### src/rtl/vec_issue_pkg.sv
// Shared types for the vector instruction issue queue: FSM states and the
// buffered {instruction, rs1, rs2} entry.
package vec_issue_pkg;

  localparam int unsigned ISSUE_XLEN = 32;

  typedef enum logic [1:0] {
    IDLE  = 2'd0,
    ISSUE = 2'd1,
    WAIT  = 2'd2
  } issue_state_e;

  typedef struct packed {
    logic [ISSUE_XLEN-1:0] inst;
    logic [ISSUE_XLEN-1:0] rs1;
    logic [ISSUE_XLEN-1:0] rs2;
  } issue_entry_t;

endpackage

### src/rtl/vec_issue_fifo.sv
// DEPTH-entry FIFO of issue entries with occupancy count; full blocks pushes
// regardless of a same-cycle pop.
module vec_issue_fifo
  import vec_issue_pkg::*;
#(
  parameter int unsigned DEPTH = 4,
  parameter int unsigned CNT_W = $clog2(DEPTH + 1)
) (
  input  logic             clk,
  input  logic             reset,
  input  logic             push_i,
  input  issue_entry_t     push_data_i,
  input  logic             pop_i,
  output issue_entry_t     pop_data_o,
  output logic             full_o,
  output logic             empty_o,
  output logic [CNT_W-1:0] count_o
);

  localparam int unsigned PTR_W = $clog2(DEPTH);

  issue_entry_t     mem_q [DEPTH];
  logic [PTR_W-1:0] wr_ptr_q, rd_ptr_q;
  logic [CNT_W-1:0] count_q;
  logic             do_push, do_pop;

  assign full_o     = (count_q == CNT_W'(DEPTH));
  assign empty_o    = (count_q == '0);
  assign do_push    = push_i && !full_o;
  assign do_pop     = pop_i && !empty_o;
  assign pop_data_o = mem_q[rd_ptr_q];
  assign count_o    = count_q;

  // DEPTH is a power of two, so pointers wrap by natural overflow.
  always_ff @(posedge clk) begin
    if (reset) begin
      wr_ptr_q <= '0;
      rd_ptr_q <= '0;
      count_q  <= '0;
    end else begin
      if (do_push) wr_ptr_q <= wr_ptr_q + PTR_W'(1);
      if (do_pop)  rd_ptr_q <= rd_ptr_q + PTR_W'(1);
      case ({do_push, do_pop})
        2'b10:   count_q <= count_q + CNT_W'(1);
        2'b01:   count_q <= count_q - CNT_W'(1);
        default: count_q <= count_q;
      endcase
    end
  end

  always_ff @(posedge clk) begin
    if (do_push) mem_q[wr_ptr_q] <= push_data_i;
  end

endmodule

### src/rtl/vec_inst_issue_queue.sv
// Buffers vector instructions with operand snapshots and issues them one at a
// time to the datapath, flagging illegal and hung instructions.
module vec_inst_issue_queue
  import vec_issue_pkg::*;
#(
  parameter int unsigned DEPTH   = 4,
  parameter int unsigned XLEN    = ISSUE_XLEN,
  parameter int unsigned TIMEOUT = 1024,
  parameter int unsigned CNT_W   = $clog2(DEPTH + 1)
) (
  input  logic             clk,
  input  logic             reset,
  input  logic             s_valid,
  output logic             s_ready,
  input  logic [XLEN-1:0]  s_instruction,
  input  logic [XLEN-1:0]  s_rs1_data,
  input  logic [XLEN-1:0]  s_rs2_data,
  output logic [XLEN-1:0]  dp_instruction,
  output logic [XLEN-1:0]  dp_rs1_data,
  output logic [XLEN-1:0]  dp_rs2_data,
  output logic             dp_start,
  input  logic             dp_is_vec,
  input  logic             dp_inst_done,
  output logic             retire,
  output logic             illegal_inst,
  output logic             timeout_err,
  output logic             busy,
  output logic [CNT_W-1:0] q_count
);

  localparam int unsigned TMR_W = $clog2(TIMEOUT + 1);

  issue_state_e     state_q, state_d;
  logic [TMR_W-1:0] timer_q, timer_d;
  issue_entry_t     issue_q, issue_d;
  logic             retire_q, retire_d;
  logic             illegal_q, illegal_d;
  logic             timeout_q, timeout_d;

  issue_entry_t     push_entry, head_entry;
  logic             fifo_full, fifo_empty, pop;

  assign push_entry = '{inst: s_instruction, rs1: s_rs1_data, rs2: s_rs2_data};

  vec_issue_fifo #(
    .DEPTH (DEPTH),
    .CNT_W (CNT_W)
  ) u_fifo (
    .clk         (clk),
    .reset       (reset),
    .push_i      (s_valid),
    .push_data_i (push_entry),
    .pop_i       (pop),
    .pop_data_o  (head_entry),
    .full_o      (fifo_full),
    .empty_o     (fifo_empty),
    .count_o     (q_count)
  );

  // The issue register is cleared on every exit so dp_* read 0 while idle.
  always_comb begin
    state_d   = state_q;
    timer_d   = timer_q;
    issue_d   = issue_q;
    retire_d  = 1'b0;
    illegal_d = 1'b0;
    timeout_d = timeout_q;
    pop       = 1'b0;
    unique case (state_q)
      IDLE: begin
        if (!fifo_empty) begin
          pop     = 1'b1;
          issue_d = head_entry;
          state_d = ISSUE;
        end
      end
      ISSUE: begin
        if (!dp_is_vec) begin
          illegal_d = 1'b1;
          issue_d   = '0;
          state_d   = IDLE;
        end else if (dp_inst_done) begin
          retire_d = 1'b1;
          issue_d  = '0;
          state_d  = IDLE;
        end else begin
          timer_d = '0;
          state_d = WAIT;
        end
      end
      WAIT: begin
        if (dp_inst_done) begin
          retire_d = 1'b1;
          issue_d  = '0;
          state_d  = IDLE;
        end else if (timer_q == TMR_W'(TIMEOUT - 1)) begin
          timeout_d = 1'b1;
          issue_d   = '0;
          state_d   = IDLE;
        end else begin
          timer_d = timer_q + TMR_W'(1);
        end
      end
      default: state_d = IDLE;
    endcase
  end

  always_ff @(posedge clk) begin
    if (reset) begin
      state_q   <= IDLE;
      timer_q   <= '0;
      issue_q   <= '0;
      retire_q  <= 1'b0;
      illegal_q <= 1'b0;
      timeout_q <= 1'b0;
    end else begin
      state_q   <= state_d;
      timer_q   <= timer_d;
      issue_q   <= issue_d;
      retire_q  <= retire_d;
      illegal_q <= illegal_d;
      timeout_q <= timeout_d;
    end
  end

  assign s_ready        = !fifo_full;
  assign dp_instruction = issue_q.inst;
  assign dp_rs1_data    = issue_q.rs1;
  assign dp_rs2_data    = issue_q.rs2;
  assign dp_start       = (state_q == ISSUE);
  assign retire         = retire_q;
  assign illegal_inst   = illegal_q;
  assign timeout_err    = timeout_q;
  assign busy           = (state_q != IDLE) || !fifo_empty;

endmodule

### config.mk
export PLATFORM = sky130hd
export DESIGN_NAME = vec_inst_issue_queue
export DESIGN_NICKNAME = d
export VERILOG_FILES = /design/src/rtl/vec_issue_pkg.sv /design/src/rtl/vec_issue_fifo.sv /design/src/rtl/vec_inst_issue_queue.sv
export SDC_FILE = /design/constraint.sdc
export NUM_CORES = 1
export LEC_CHECK = 0
export ABC_AREA = 1
export CORE_MARGIN = 2
export CORE_UTILIZATION = 25
export CTS_CLUSTER_DIAMETER = 80
export DETAILED_ROUTE_END_ITERATION = 8
export PLACE_DENSITY_LB_ADDON = 0.2
export RECOVER_POWER = 25
export SYNTH_ARGS = -nofsm -noshare
export SYNTH_HDL_FRONTEND = slang
export SYNTH_SLANG_ARGS = --single-unit
### constraint.sdc
create_clock -name clk -period 6.3 [get_ports clk]
set_input_delay 0.63 -clock clk [delete_from_list [all_inputs] [get_ports clk]]
set_output_delay 0.63 -clock clk [all_outputs]
set_load 0.1 [all_outputs]
* Word level (Yosys, flattened, before mapping)
Memories as Yosys holds them, arrays and structs flattened. A register that Yosys moved wholly into a read port is not among the register bits.
Cells that the tools add are included.
W data, S select, Z words.
** Storage, ports and cells
- Bits in registers :: 119
- Bits in writable memories :: 384
- Input bits :: 101
- Memories :: 1
** Memory list
- u_fifo.mem_q :: depth 4, bits a word 96, read ports 1, clocked after memory_dff 1, write ports 1, RTL line vec_issue_fifo.sv:22 : issue_entry_t mem_q [DEPTH];
** Cells by class
- $add $sub $neg :: 5
- Equality and inequality tests :: 13
- Mux-type cells :: 28
- Bitwise gates (word level) :: 2
- Reduce and logical (&&, ||, !) cells :: 16
** Operators by type and width (number)
- $mux W96 :: 5
- $pmux W96 S3 :: 1
- $mux W11 :: 4
- $pmux W11 S2 :: 1
- $mux W2 :: 7
- $add A11 B1 Y11 const B :: 1
- $eq A11 B10 Y1 const B :: 1
- $ne A2 B2 Y1 const B :: 4
- $mux W1 :: 7
- $pmux W2 S3 :: 1
- $pmux W3 S2 :: 1
- $reduce_bool A2 Y1 :: 3
- $reduce_and A5 Y1 :: 1
- $add A2 B1 Y2 const B :: 2
- $eq A2 B1 Y1 const B :: 2
- $eq A2 B2 Y1 const B :: 2
- $reduce_and A4 Y1 :: 1
- $add A3 B1 Y3 const B :: 1
- $eq A3 B3 Y1 const B :: 1
- $logic_not A3 Y1 :: 1
- $ne A3 B2 Y1 const B :: 1
- $ne A3 B3 Y1 const B :: 1
- $reduce_and A3 Y1 :: 1
- $reduce_bool A3 Y1 :: 1
- other kinds (10) :: 13

* Depth between registers and ports, before layout
Gate-level depths: netlist of run 1.
- Depth in word-level cells :: 6
- Mapped depth :: 11
- Gate-level depth less buffers :: 11

* By module
From an unflattened synthesis of run 1, not the netlist that was laid out.
** Unflattened totals
- Cells, all modules :: 1990
- Area total of the unflattened synthesis :: 20739.9 um^2
** Modules (own cells, without submodules)
- vec_issue_fifo :: instances 1, cells each 998, area each 14760.4 um^2, seq. area each 11711.2 um^2
- vec_inst_issue_queue :: instances 1, cells each 992, area each 5979.5 um^2, seq. area each 2242.2 um^2

* Least setup slack after synthesis of run 1
Ideal clock, no wire load.
- Path kind :: reg2reg
- Start point :: register u_fifo.count_q[1] (netlist: u_fifo.count_o[1])
- End point :: memory u_fifo.mem_q[0][0] in the netlist's numbering, enable pin
- Setup time :: 0.552 ns
- Arrival :: 6.481 ns
- Required time :: 5.748 ns
- Slack :: -0.733 ns
- Cell stages (with the launch flop) :: 5
- Buffers on the path :: 0
- Period minus slack after synthesis :: 7.033 ns
- Path through :: dfxtp_1 > inv_1 > nand3_1 > nand2_1 > nor2_1
** Between the ends
- Longest elaborated chain between the ends :: 5
** RTL lines
- start, declared :: RTL line vec_issue_fifo.sv:24 : logic [CNT_W-1:0] count_q;
- start signal, assigned :: RTL line vec_issue_fifo.sv:44 : 2'b10: count_q <= count_q + CNT_W'(1);
- start signal, assigned :: RTL line vec_issue_fifo.sv:45 : 2'b01: count_q <= count_q - CNT_W'(1);
- start signal, assigned :: RTL line vec_issue_fifo.sv:46 : default: count_q <= count_q;
- $eq A3 B3 Y1 :: RTL line vec_issue_fifo.sv:27 : assign full_o = (count_q == CNT_W'(DEPTH));
- $logic_not A1 Y1
- net s_ready :: RTL line vec_inst_issue_queue.sv:14 : output logic s_ready,
- $logic_and A1 B1 Y1 :: RTL line vec_issue_fifo.sv:29 : assign do_push = push_i && !full_o;
- $mux W1 :: RTL line vec_issue_fifo.sv:52 : if (do_push) mem_q[wr_ptr_q] <= push_data_i;
- $mux W1 (not written as such) :: RTL line vec_issue_fifo.sv:52
- end, declared :: RTL line vec_issue_fifo.sv:22
The timed path passes the listed nets, and every way through them passes these cells.

* Final worst setup path of run 1
- Start point :: register state_q[0]
- End point :: output busy
** Between the ends
- Longest elaborated chain between the ends :: 2
** RTL lines
- start, declared :: RTL line vec_inst_issue_queue.sv:33 : issue_state_e state_q, state_d;
- start signal, assigned :: RTL line vec_inst_issue_queue.sv:117 : state_q <= state_d;
- $reduce_bool A2 Y1 :: RTL line vec_inst_issue_queue.sv:134 : assign busy = (state_q != IDLE) || !fifo_empty;
- $logic_or A1 B1 Y1 :: RTL line vec_inst_issue_queue.sv:134
- end, declared :: RTL line vec_inst_issue_queue.sv:27 : output logic busy,
No other way between the ends.

==> results.txt, run 1 <==
utilization after layout - 31.57%
Cell Pwr Density - 557.6 nW/um2
port bufs - 205
most common cell after layout, fill and taps aside - nor2_1
fin. max-slew vios - 0
multi-input logic area - 5131 um2
reg2reg setup slack - 3.22 ns
area of the core - 80160 um2
Post-route DRC - 0
max cap viols - 0
WP data required - 5.67 ns
CP startpoint kind - flop
worst slew pin tran - 1.103 ns
synth unique cells - 28
commonest non-fill, non-tap cells in the layout - 411 x nor2_1, 405 x nand2_1, 384 x edfxtp_1
worst setup margin - 2.985 ns
DIE AREA - 82840 um2
Hold Path Class - reg2reg
data arrival time of the critical path - 2.69 ns
n_diodes - 0
WL met2 - 25810 um
clk slew on worst S/H paths - 0.06 ns
HPWL after detailed placement - 29540 um
Cells after DPL - 3124
gr usage total - 12.98%
register area share after synthesis - 69.29%
FMAX - 0.3016 GHz
CTS Buf Count - 60
sequential cell area - 13960 um2
violation count after the first detailed-routing iteration - 715
Post-CTS Repair Setup Buffers - 0
WHS Path Cells - 2
drt via density - 4.191
pre-CTS WS - 2.943 ns
GRT overflow - 0
Clock Sink Count - 505
endpoints failing setup - 0
Max clock buf depth - 3
I/O pin count - 206
Worst Reg-to-Reg Cells - 10
reg2reg end - timer_q[8]
Max Used Layer - met5
Root Driver - clkbuf_16
Final Power - 14.11 mW
H-tree depth - 2
CTS tree - built
CP Capture Type - output port
GP Congestion - 0.7227
vias in the first global route - 13296
CTS hold repair buffers - 0
status - complete, no violations
largest net degree at the start of global routing - 104
Finished Cell Area - 25300 um2
Hold Slack - 0.4574 ns
Slew headroom - 26.22%
Worst-Skew Late Latency - 0.63 ns
Non-Filler Instances - 3238
Synth area leaders - edfxtp_1 57%, dfxtp_1 12%, nor2_1 7.7%
Routed WL - 54260 um
critical-path maximum fanout - 4
top-area cell type share of the netlist area - 57.26%
Final #Nets - 2238
Yosys top cell by area - edfxtp_1
Final ANT Viol Nets - 0
hold_sp - u_fifo.rd_ptr_q[1]
M1 WL - 24650 um
Final min period - 3.315 ns
vias post-DR - 13570
Mapped Nets - 2057
Die Height - 287.8 um
wire length on met3 - 2296 um
antenna violations before repair - 18
WL per Instance - 16.76 um
Yosys reg bits - 505
CP Class - reg2out
Post-Syn Instances - 1945
Final Hold Fails - 0
clk_skew - 0.02572 ns
first-pass GRT wire length - 81900 um
unrepaired setup endpoints after global routing - no
static leakage - 9.443 nW
origin of the critical flop-to-flop path - state_q[0]
Final Cycle Share - 52.62%
yosys warns - 0
layout cells sized above 1 - 6.244%
Chip Width - 287.8 um
Area Growth Syn to Fin - 25.65%
Starting Density - 25.12%
Mapped Area - 20140 um2
row cnt - 104
final setup TNS - 0 ns
Worst VDD drop - 0.3259 mV
Resized cells post-CTS - 0
Filler Cell Count - 8232
Initial DRT Pass Iterations - 5
syn avg cell area - 10.35 um2
placed cell areas - 23220 um2
==> report_power, final <==
part	switching (mW)	internal, mW
Clock	1.42	2.21
Sequential	0.262	4.14
Combinational	4.54	1.54
==> area by class of cell <==
| class | instances | area share [%] |
|---|---|---|
| Sequential cell | 505 | 55.17 |
| Multi-Input combinational cell | 1183 | 20.28 |
| Timing Repair Buffer | 225 | 8.801 |
| Clock buffer | 76 | 6.290 |
| Tap cell | 1060 | 5.241 |
| Inverter | 151 | 2.279 |
| Clock inverter | 38 | 1.938 |
==> worst max path at each step <==
stage / from / to / depth (start not counted) / slack, ns
2_1_floorplan: u_fifo.count_o[1] / u_fifo.mem_q[0][0] / 4 / -0.73
3_3_place_gp: dp_is_vec / dp_rs1_data[29] / 10 / 2.99
3_5_place_dp: dp_inst_done / dp_rs2_data[2] / 9 / 2.94
4_1_cts: state_q[0] / busy / 4 / 2.90
5_1_grt: state_q[1] / busy / 4 / 2.90
6_report: state_q[0] / busy / 4 / 2.98
==> cell usage after synthesis <==
cell         n
nor2_1     415
nand2_1    405
edfxtp_1   384
inv_1      145
dfxtp_1    121
o21ai_1     88
nand3_1     77
a21oi_1     74
o21ai_0     53
clkbuf_1    47
buf_2       30
a31oi_1     22
and3_1      21
buf_1       14
buf_6       12
ha_1        10
inv_2        6
nand4_1      4
buf_4        3
nand2_2      2
nand3_2      2
nor2_4       2
nor3_1       2
nor3b_1      2
a2111oi_0    1
fa_1         1
nor2_2       1
o31ai_1      1
==> flip-flops by register name (all words and copies together) (netlist names), named ones only <==
name and count:
retire 1, dp_instruction 32, u_fifo.mem_q 384, illegal_inst 1, state_q 2, dp_rs2_data 32
timeout_err 1, dp_rs1_data 32, u_fifo.wr_ptr_q 2, u_fifo.rd_ptr_q 2, timer_q 11, u_fifo.count_o 3
==> per-layer routing <==
| metal | vias to the layer above | track usage [%] |
|---|---|---|
| met2 | 257 | 22.01 |
| li1 | 6791 | - |
| met4 | 18 | 3.601 |
| met1 | 6386 | 16.84 |
| met5 | - | 0 |
| met3 | 118 | 2.504 |
==> cell families (layout without fill, tap and decap cells) <==
group	Yosys count	in the layout	share of synthesized area, %
AND/OR/NAND/NOR	933	933	18.40
flip-flops	505	505	69.29
buffers and inverters	257	490	5.480
AO/OA/AOI/OAI	239	239	6.107
adder cells (fa/ha/maj)	11	11	0.7207
==> worst max-delay path, stage by stage, from the launching register on <==
cell	delay (ns)
dfxtp_1	0.38
inv_1	0.10
ha_4	0.17
nand4_1	0.22
clkdlybuf4s50_1	1.20
Power figures use the tool's default switching activity.
==> run 2: changes to the inputs <==
==> constraint.sdc (replaced) <==
create_clock -name clk -period 3.47 [get_ports clk]
set_input_delay 0.347 -clock clk [delete_from_list [all_inputs] [get_ports clk]]
set_output_delay 0.347 -clock clk [all_outputs]
set_load 0.1 [all_outputs]
==> results.txt, run 2 (synthesis gave the netlist of run 1 again) <==
Cell Pwr Density - 995.1 nW/um2
clk_skew - 0.01406 ns
most common cell after layout, fill and taps aside - nor2_1
Worst-Skew Late Latency - 0.61 ns
Worst Reg-to-Reg Cells - 9
FMAX - 0.3530 GHz
Non-Filler Instances - 3241
Resized cells post-CTS - 0
CP Class - reg2out
gr usage total - 12.95%
area of the core - 80160 um2
antenna violations before repair - 15
critical-path maximum fanout - 3
Worst Hold End - illegal_inst
Initial DRT Pass Iterations - 5
layout cells sized above 1 - 6.560%
Final Hold Fails - 0
origin of the critical flop-to-flop path - timer_q[0]
vias post-DR - 13685
Routed WL - 54330 um
unrepaired setup endpoints after global routing - no
Post-route DRC - 0
largest net degree at the start of global routing - 191
GRT overflow - 0
hold_sp - dp_is_vec
reg2reg end - dp_rs1_data[31]
GP Congestion - 0.7101
largest reg by FF count - u_fifo.mem_q
CP Capture Type - output port
drt via density - 4.222
CTS hold repair buffers - 0
CTS Buf Count - 60
Final min period - 2.833 ns
Max clock buf depth - 3
DIE AREA - 82840 um2
Hold Slack - 0.3532 ns
Root Driver - clkbuf_16
data arrival time of the critical path - 2.49 ns
Slowest Stage Delay on Critical Path - 1.16 ns
Starting Density - 25.12%
Final ANT Viol Nets - 0
endpoints failing setup - 0
worst slew pin tran - 1.112 ns
CP startpoint kind - flop
WL per Instance - 16.76 um
Worst VDD drop - 0.8490 mV
WHS Path Cells - 2
critical path's top delay family - buffers and inverters
I/O pin count - 206
Clock Sink Count - 505
Final Cycle Share - 81.63%
Final #Nets - 2241
Slew headroom - 25.61%
Post-CTS Repair Setup Buffers - 0
clk slew on worst S/H paths - 0.06 ns
max cap viols - 0
Hold Path Class - in2reg
reg2reg setup slack - 0.84 ns
HPWL after detailed placement - 29080 um
port bufs - 205
static leakage - 9.426 nW
commonest non-fill, non-tap cells in the layout - 411 x nor2_1, 405 x nand2_1, 384 x edfxtp_1
Worst Setup SP - state_q[1]
utilization after layout - 31.59%
row cnt - 104
CTS tree - built
slowest CP cell - clkdlybuf4s50_1
Area Growth Syn to Fin - 25.74%
status - complete, no violations
Chip Width - 287.8 um
vias in the first global route - 13303
H-tree depth - 2
Cells after DPL - 3127
WP buf/inv - 2
final setup TNS - 0 ns
Die Height - 287.8 um
WP data required - 3.12 ns
violation count after the first detailed-routing iteration - 695
number of flip-flops in the largest register - 384
cell breakdown of the critical path - inv_1 > ha_1 > clkdlybuf4s50_1
first-pass GRT wire length - 82010 um
fin. max-slew vios - 0
run 2: cell count changes in the layout (fill, tap and decap cells not counted), moves of 3 or more:
cell and change:
buf_12 +10, bufinv_16 -7, buf_4 -5, clkinv_2 +3
run 2: cell type report:
class,instances,area (um2)
inverter,151,576.8
clock inverter,35,282.8
multi-input combinational,1183,5144
fill,8214,54840
antenna,1,2.502
sequential,505,13970
timing repair buffer,228,2370
clock buffer,78,1652
tap,1060,1326
run 2: how the worst max path moves through the flow:
stage	end	depth (start not counted)
after detailed placement	dp_rs1_data[31]	9
after global routing	dp_start	3
after global placement	u_fifo.count_o[2]	9
final	dp_start	3
after CTS	dp_start	3
after floorplan	u_fifo.mem_q[0][0]	3
run 2: per-stage QoR:
step	instance area, um2	setup WS (ns)	power (mW)
floorplan	20190	0.02295	16.56
finish	25320	0.6374	25.20
CTS	25320	0.5864	25.72
detailed placement	23380	0.8468	19.45
global route	25320	0.5509	26.96
global placement	23380	0.8076	19.40
run 2: power by group:
group / leakage [nW] / internal (mW) / total, mW / switching (mW)
registers: 4.53 / 7.51 / 7.89 / 0.371
clock network: 0.951 / 3.58 / 6.11 / 2.53
logic: 3.95 / 2.87 / 11.2 / 8.34
total: 9.43 / 14.0 / 25.2 / 11.2
run 2: per-layer routing:
layer  track usage (%)  wire, um  vias up
met3             3.003      2768       90
met5                 0        94        -
met4             3.238      1119       14
met2             22.54     26540      247
met1             16.16     23810     6524
li1                  -         -     6810
